--- src/rtl/demux32_reg.sv ---
// Registered 1-to-4 demultiplexer for 32-bit datapath words. Each lane holds
// its word and a valid flag until the downstream consumer acknowledges it.

module demux32_lane (
  input  logic        clk,
  input  logic        rst,
  input  logic        i_load,
  input  logic [31:0] i_data,
  input  logic        i_ack,
  output logic [31:0] o_data,
  output logic        o_valid
);
  logic [31:0] r_data;
  logic        r_valid;

  // A load in the same cycle as an ack wins, giving 1 word/cycle per lane.
  always_ff @(posedge clk or posedge rst) begin
    if (rst) begin
      r_data  <= '0;
      r_valid <= 1'b0;
    end else if (i_load) begin
      r_data  <= i_data;
      r_valid <= 1'b1;
    end else if (i_ack && r_valid) begin
      r_valid <= 1'b0;
    end
  end

  assign o_data  = r_data;
  assign o_valid = r_valid;
endmodule

module demux32_reg #(
  parameter int CNT_W = 8
) (
  input  logic             clk,
  input  logic             rst,
  input  logic [31:0]      in_data,
  input  logic [1:0]       in_sel,
  input  logic             in_valid,
  output logic             in_ready,
  output logic [31:0]      out_a,
  output logic [31:0]      out_b,
  output logic [31:0]      out_c,
  output logic [31:0]      out_d,
  output logic [3:0]       out_valid,
  input  logic [3:0]       out_ack,
  output logic [CNT_W-1:0] acc_count
);
  localparam int NUM_LANES = 4;

  logic [NUM_LANES-1:0][31:0] w_lane_data;
  logic [NUM_LANES-1:0]       w_lane_vld;
  logic [NUM_LANES-1:0]       w_load;
  logic                       w_xfer;
  logic [CNT_W-1:0]           r_acc_cnt;

  // Readiness only looks at the selected lane, independent of in_valid.
  assign in_ready = ~w_lane_vld[in_sel] | out_ack[in_sel];
  assign w_xfer   = in_valid & in_ready;

  genvar gi;
  generate
    for (gi = 0; gi < NUM_LANES; gi++) begin : g_lane
      assign w_load[gi] = w_xfer & (in_sel == 2'(gi));

      demux32_lane u_lane (
        .clk     (clk),
        .rst     (rst),
        .i_load  (w_load[gi]),
        .i_data  (in_data),
        .i_ack   (out_ack[gi]),
        .o_data  (w_lane_data[gi]),
        .o_valid (w_lane_vld[gi])
      );
    end
  endgenerate

  always_ff @(posedge clk or posedge rst) begin
    if (rst)         r_acc_cnt <= '0;
    else if (w_xfer) r_acc_cnt <= r_acc_cnt + CNT_W'(1);
  end

  assign out_a     = w_lane_data[0];
  assign out_b     = w_lane_data[1];
  assign out_c     = w_lane_data[2];
  assign out_d     = w_lane_data[3];
  assign out_valid = w_lane_vld;
  assign acc_count = r_acc_cnt;
endmodule

--- config.mk ---
export PLATFORM = sky130hd
export DESIGN_NAME = demux32_reg
export DESIGN_NICKNAME = d
export VERILOG_FILES = /design/src/rtl/demux32_reg.sv
export SDC_FILE = /design/constraint.sdc
export NUM_CORES = 1
export LEC_CHECK = 0
export BUFFER_PORTS_ARGS = -buffer_cell sky130_fd_sc_hd__clkbuf_2
export CORE_ASPECT_RATIO = 0.5
export CORE_UTILIZATION = 45
export DETAILED_ROUTE_END_ITERATION = 10
export PLACE_DENSITY = 0.76
export RECOVER_POWER = 25
export SYNTH_ARGS = -nofsm -noshare
export SYNTH_HDL_FRONTEND = slang
export SYNTH_SLANG_ARGS = --single-unit
--- constraint.sdc ---
create_clock -name clk -period 11.4 [get_ports clk]
set_input_delay 2.28 -clock clk [delete_from_list [all_inputs] [get_ports clk]]
set_output_delay 2.28 -clock clk [all_outputs]
set_load 0.03 [all_outputs]
==> impl_summary.log <==
[metrics] final setup violation count: 0
[metrics] final critical path time including I/O delays and setup: 5.60 ns
[metrics] setup skew after layout: 0.00864 ns
[metrics] Die Area: 0.0129 sq mm
[metrics] area growth from synthesis to layout: 26.8%
[metrics] fraction of the yosys area taken by sequential cells: 0.628
[metrics] first-pass detailed-route iteration total: 4
[metrics] clock sink count: 140
[metrics] H-tree depth reported by CTS: 4
[metrics] fraction of the core area covered by cells at the end of the flow: 0.592
[metrics] highest routing layer actually used: met4
[metrics] number of max-cap violations: 2
[metrics] pre-CTS setup slack: 5.79 ns
[metrics] most frequent standard cell in the layout excluding fill and tap cells: clkbuf_2
[metrics] number of primary I/O pins: 182
[metrics] DR iter-0 viols: 141
[metrics] routed wire length: 11600 microns
[metrics] combinational cell fraction of total power: 0.289
[metrics] number of nets with antenna violations after routing: 0
[metrics] hold buffer count at CTS: 0
[metrics] Rel. slew slack: -1.23
[metrics] number of rows created at floorplan: 28
[metrics] core region area: 0.0119 sq mm
[metrics] Placed Instance Area: 0.00651 sq mm
[metrics] met2 routed wirelength: 6340 microns
[metrics] data arrival time at the worst-slack endpoint: 3.32 ns
[metrics] detailed-routing wirelength on met1: 4930 microns
[metrics] outcome: finished with violations
[metrics] count of filler cells inserted in the layout: 951
[metrics] pin count of the biggest net entering global routing: 78
[metrics] Via density: 4.87
[metrics] horizontal extent of the die: 159 microns
[metrics] final estimated routing congestion in global placement: 0.774
[metrics] maximum clock frequency: 179 MHz
[metrics] CTS tree: built
[metrics] cell area after layout: 0.00707 sq mm
[metrics] share of final-layout standard cells stronger than drive strength 1: 0.581
[metrics] nature of the critical path startpoint: input port
[metrics] post-synthesis cell type count: 26
[metrics] unrepaired setup endpoints after global routing: false
[metrics] Clock Latency Late Sink: 0.40 ns
[metrics] warning count from the yosys run: 0
[metrics] reported leakage power: 3.39 nW
[metrics] violations in the final reports: capacitance limit, slew limit
[metrics] global-route wire length before repair: 18300 microns
[metrics] total standard cell area after synthesis: 0.00558 sq mm
[metrics] mean routed wirelength per cell: 16.7 microns
[metrics] slew at the pin with the worst max-slew slack: 3.33 ns
[metrics] total count of max-transition violations in the final report: 112
[metrics] type of the worst setup path: input port to output pin
[metrics] number of buffers between clock root and the deepest sink: 2
[metrics] GRT Resource Usage Total: 0.186
[metrics] endpoint type of the worst setup path: output pin
[metrics] share of power burned in registers: 0.388
[metrics] worst path required time: 9.12 ns
[metrics] Root Buffer: clkbuf_16
[metrics] class of the worst hold path: flip-flop to flip-flop
[metrics] Switch Pwr: 0.599 mW
[metrics] highest-count cells in the layout ignoring fill and taps: 161 x clkbuf_2, 140 x dfrtp_1, 74 x mux2_2
[metrics] share of the clock period used by the worst path after layout: 0.491
[metrics] Post-route DRC: 0
[metrics] number of global-route vias before repair: 3400
[metrics] setup TNS: 0 ns
[metrics] post-synthesis sequential element count: 140
[metrics] number of input and output port buffers inserted: 181
[metrics] initial antenna violation count: 0
[metrics] internal cell power: 1.13 mW
[metrics] clock-pin slew of the registers on the worst-case setup and hold paths: 0.06 ns
[metrics] Total Power: 1.73 mW
[metrics] maximum fanout encountered on the critical timing path: 8
[metrics] post-cts resize count: 0
[metrics] final worst slack: 5.80 ns
[metrics] Met3 Routed Length: 254 microns
[metrics] gate count of the mapped netlist: 330
[metrics] fin nets: 556
[metrics] Antenna diodes: 0
[metrics] switching power as a share of total power: 0.346
[metrics] count of buffers added by post-CTS timing repair for setup: 0
[metrics] final hold violation count: 0
[metrics] die boundary height: 80.7 microns
[metrics] peak supply drop: 0.0942 mV
[metrics] detailed-placement wirelength estimate: 7650 microns
[metrics] net count after synthesis: 372
[metrics] number of CTS-inserted buffers: 17
[metrics] Power per Cell Area: 245 mW/mm^2
[metrics] clock share of power: 0.323
[metrics] global-route congestion overflow total: 0
[metrics] initial core utilization: 0.467
[metrics] overall via count from detail_route: 3368
[metrics] Synth Area per Inst: 16.9 sq um
## final timing paths
kind / depth (start not counted) / slack, ns / to / from
min in group asynchronous: 2 / 2.84 / g_lane[3].u_lane.o_data[10] / rst
worst min-delay path: 1 / 0.47 / acc_count[7] / acc_count[7]
worst min register to register: 1 / 0.47 / acc_count[7] / acc_count[7]
worst max register to register: 3 / 8.62 / g_lane[0].u_lane.o_data[25] / g_lane[0].u_lane.o_valid
worst max-delay path: 4 / 5.80 / in_ready / out_ack[1]
max in group asynchronous: 3 / 6.65 / g_lane[0].u_lane.o_data[10] / rst
## critical path: stages
cell and delay (ns):
clkbuf_2 0.09, nand2b_1 0.17, mux4_2 0.56, clkbuf_2 0.22
## routing by layer
layer,global-route usage,vias to the layer above
li1,-,1518
met1,0.227,1782
met2,0.333,61
met3,0.0387,7
met4,0.0692,0
met5,0,-
## stage by stage
stage / hold slack (ns) / cells
2_1_floorplan: 0.475 / 330
3_3_place_gp: 0.462 / 660
3_5_place_dp: 0.465 / 660
4_1_cts: 0.474 / 692
5_1_grt: 0.478 / 692
6_report: 0.466 / 692
## synth_stat cells
cell type / instances / area share
mux2_1: 25 / 0.050
ha_1: 1 / 0.0022
inv_1: 2 / 0.0013
nand4_1: 1 / 0.0011
nand2_1: 10 / 0.0067
mux4_2: 1 / 0.0040
buf_6: 8 / 0.016
nand2b_1: 3 / 0.0034
and3_1: 3 / 0.0034
xnor2_1: 7 / 0.011
buf_4: 7 / 0.0094
dfrtp_1: 140 / 0.63
mux2_4: 30 / 0.081
buf_12: 3 / 0.011
nor2_1: 2 / 0.0013
and2b_4: 1 / 0.0018
and4_1: 1 / 0.0016
nand2_2: 2 / 0.0022
nand3_1: 3 / 0.0027
nand2b_4: 1 / 0.0025
nor3b_4: 1 / 0.0034
o21ai_0: 1 / 0.00090
nand3b_4: 1 / 0.0036
buf_2: 1 / 0.00090
nor3_1: 1 / 0.00090
mux2_2: 74 / 0.15
## power by group through the flow
| stage | Clock, mW | Sequential, mW | Combinational, mW |
|---|---|---|---|
| floorplan | 0 | 0.888 | 0.141 |
| global placement | 0 | 0.673 | 0.502 |
| detailed placement | 0 | 0.679 | 0.510 |
| CTS | 0.571 | 0.672 | 0.510 |
| global route | 0.592 | 0.687 | 0.526 |
| finish | 0.559 | 0.671 | 0.501 |
## registers in the layout, summed over array words and instances (netlist names)
| register | cells |
|---|---|
| g_lane.u_lane.o_valid | 4 |
| acc_count | 8 |
| g_lane.u_lane.o_data | 128 |
## kinds of logic (layout without fill, tap and decap cells)
group | Yosys count | after routing | share of synthesized area
fa+ha+maj | 1 | 1 | 0.00224
mux | 130 | 130 | 0.285
buf+inv | 21 | 218 | 0.0386
compound gates | 1 | 1 | 0.000896
simple gates | 30 | 30 | 0.0345
xor+xnor | 7 | 7 | 0.0110
flops | 140 | 140 | 0.628
## layout make-up
cell class | instances | area [sq um] | area share
Inverter | 2 | 8.76 | 0.00124
Clock inverter | 11 | 143 | 0.0202
Tap cell | 165 | 206 | 0.0292
Sequential cell | 140 | 3500 | 0.495
Timing Repair Buffer | 184 | 903 | 0.128
Clock buffer | 21 | 460 | 0.0651
Multi-Input combinational cell | 169 | 1850 | 0.261
No activity file was read; power rests on OpenSTA's default activity.
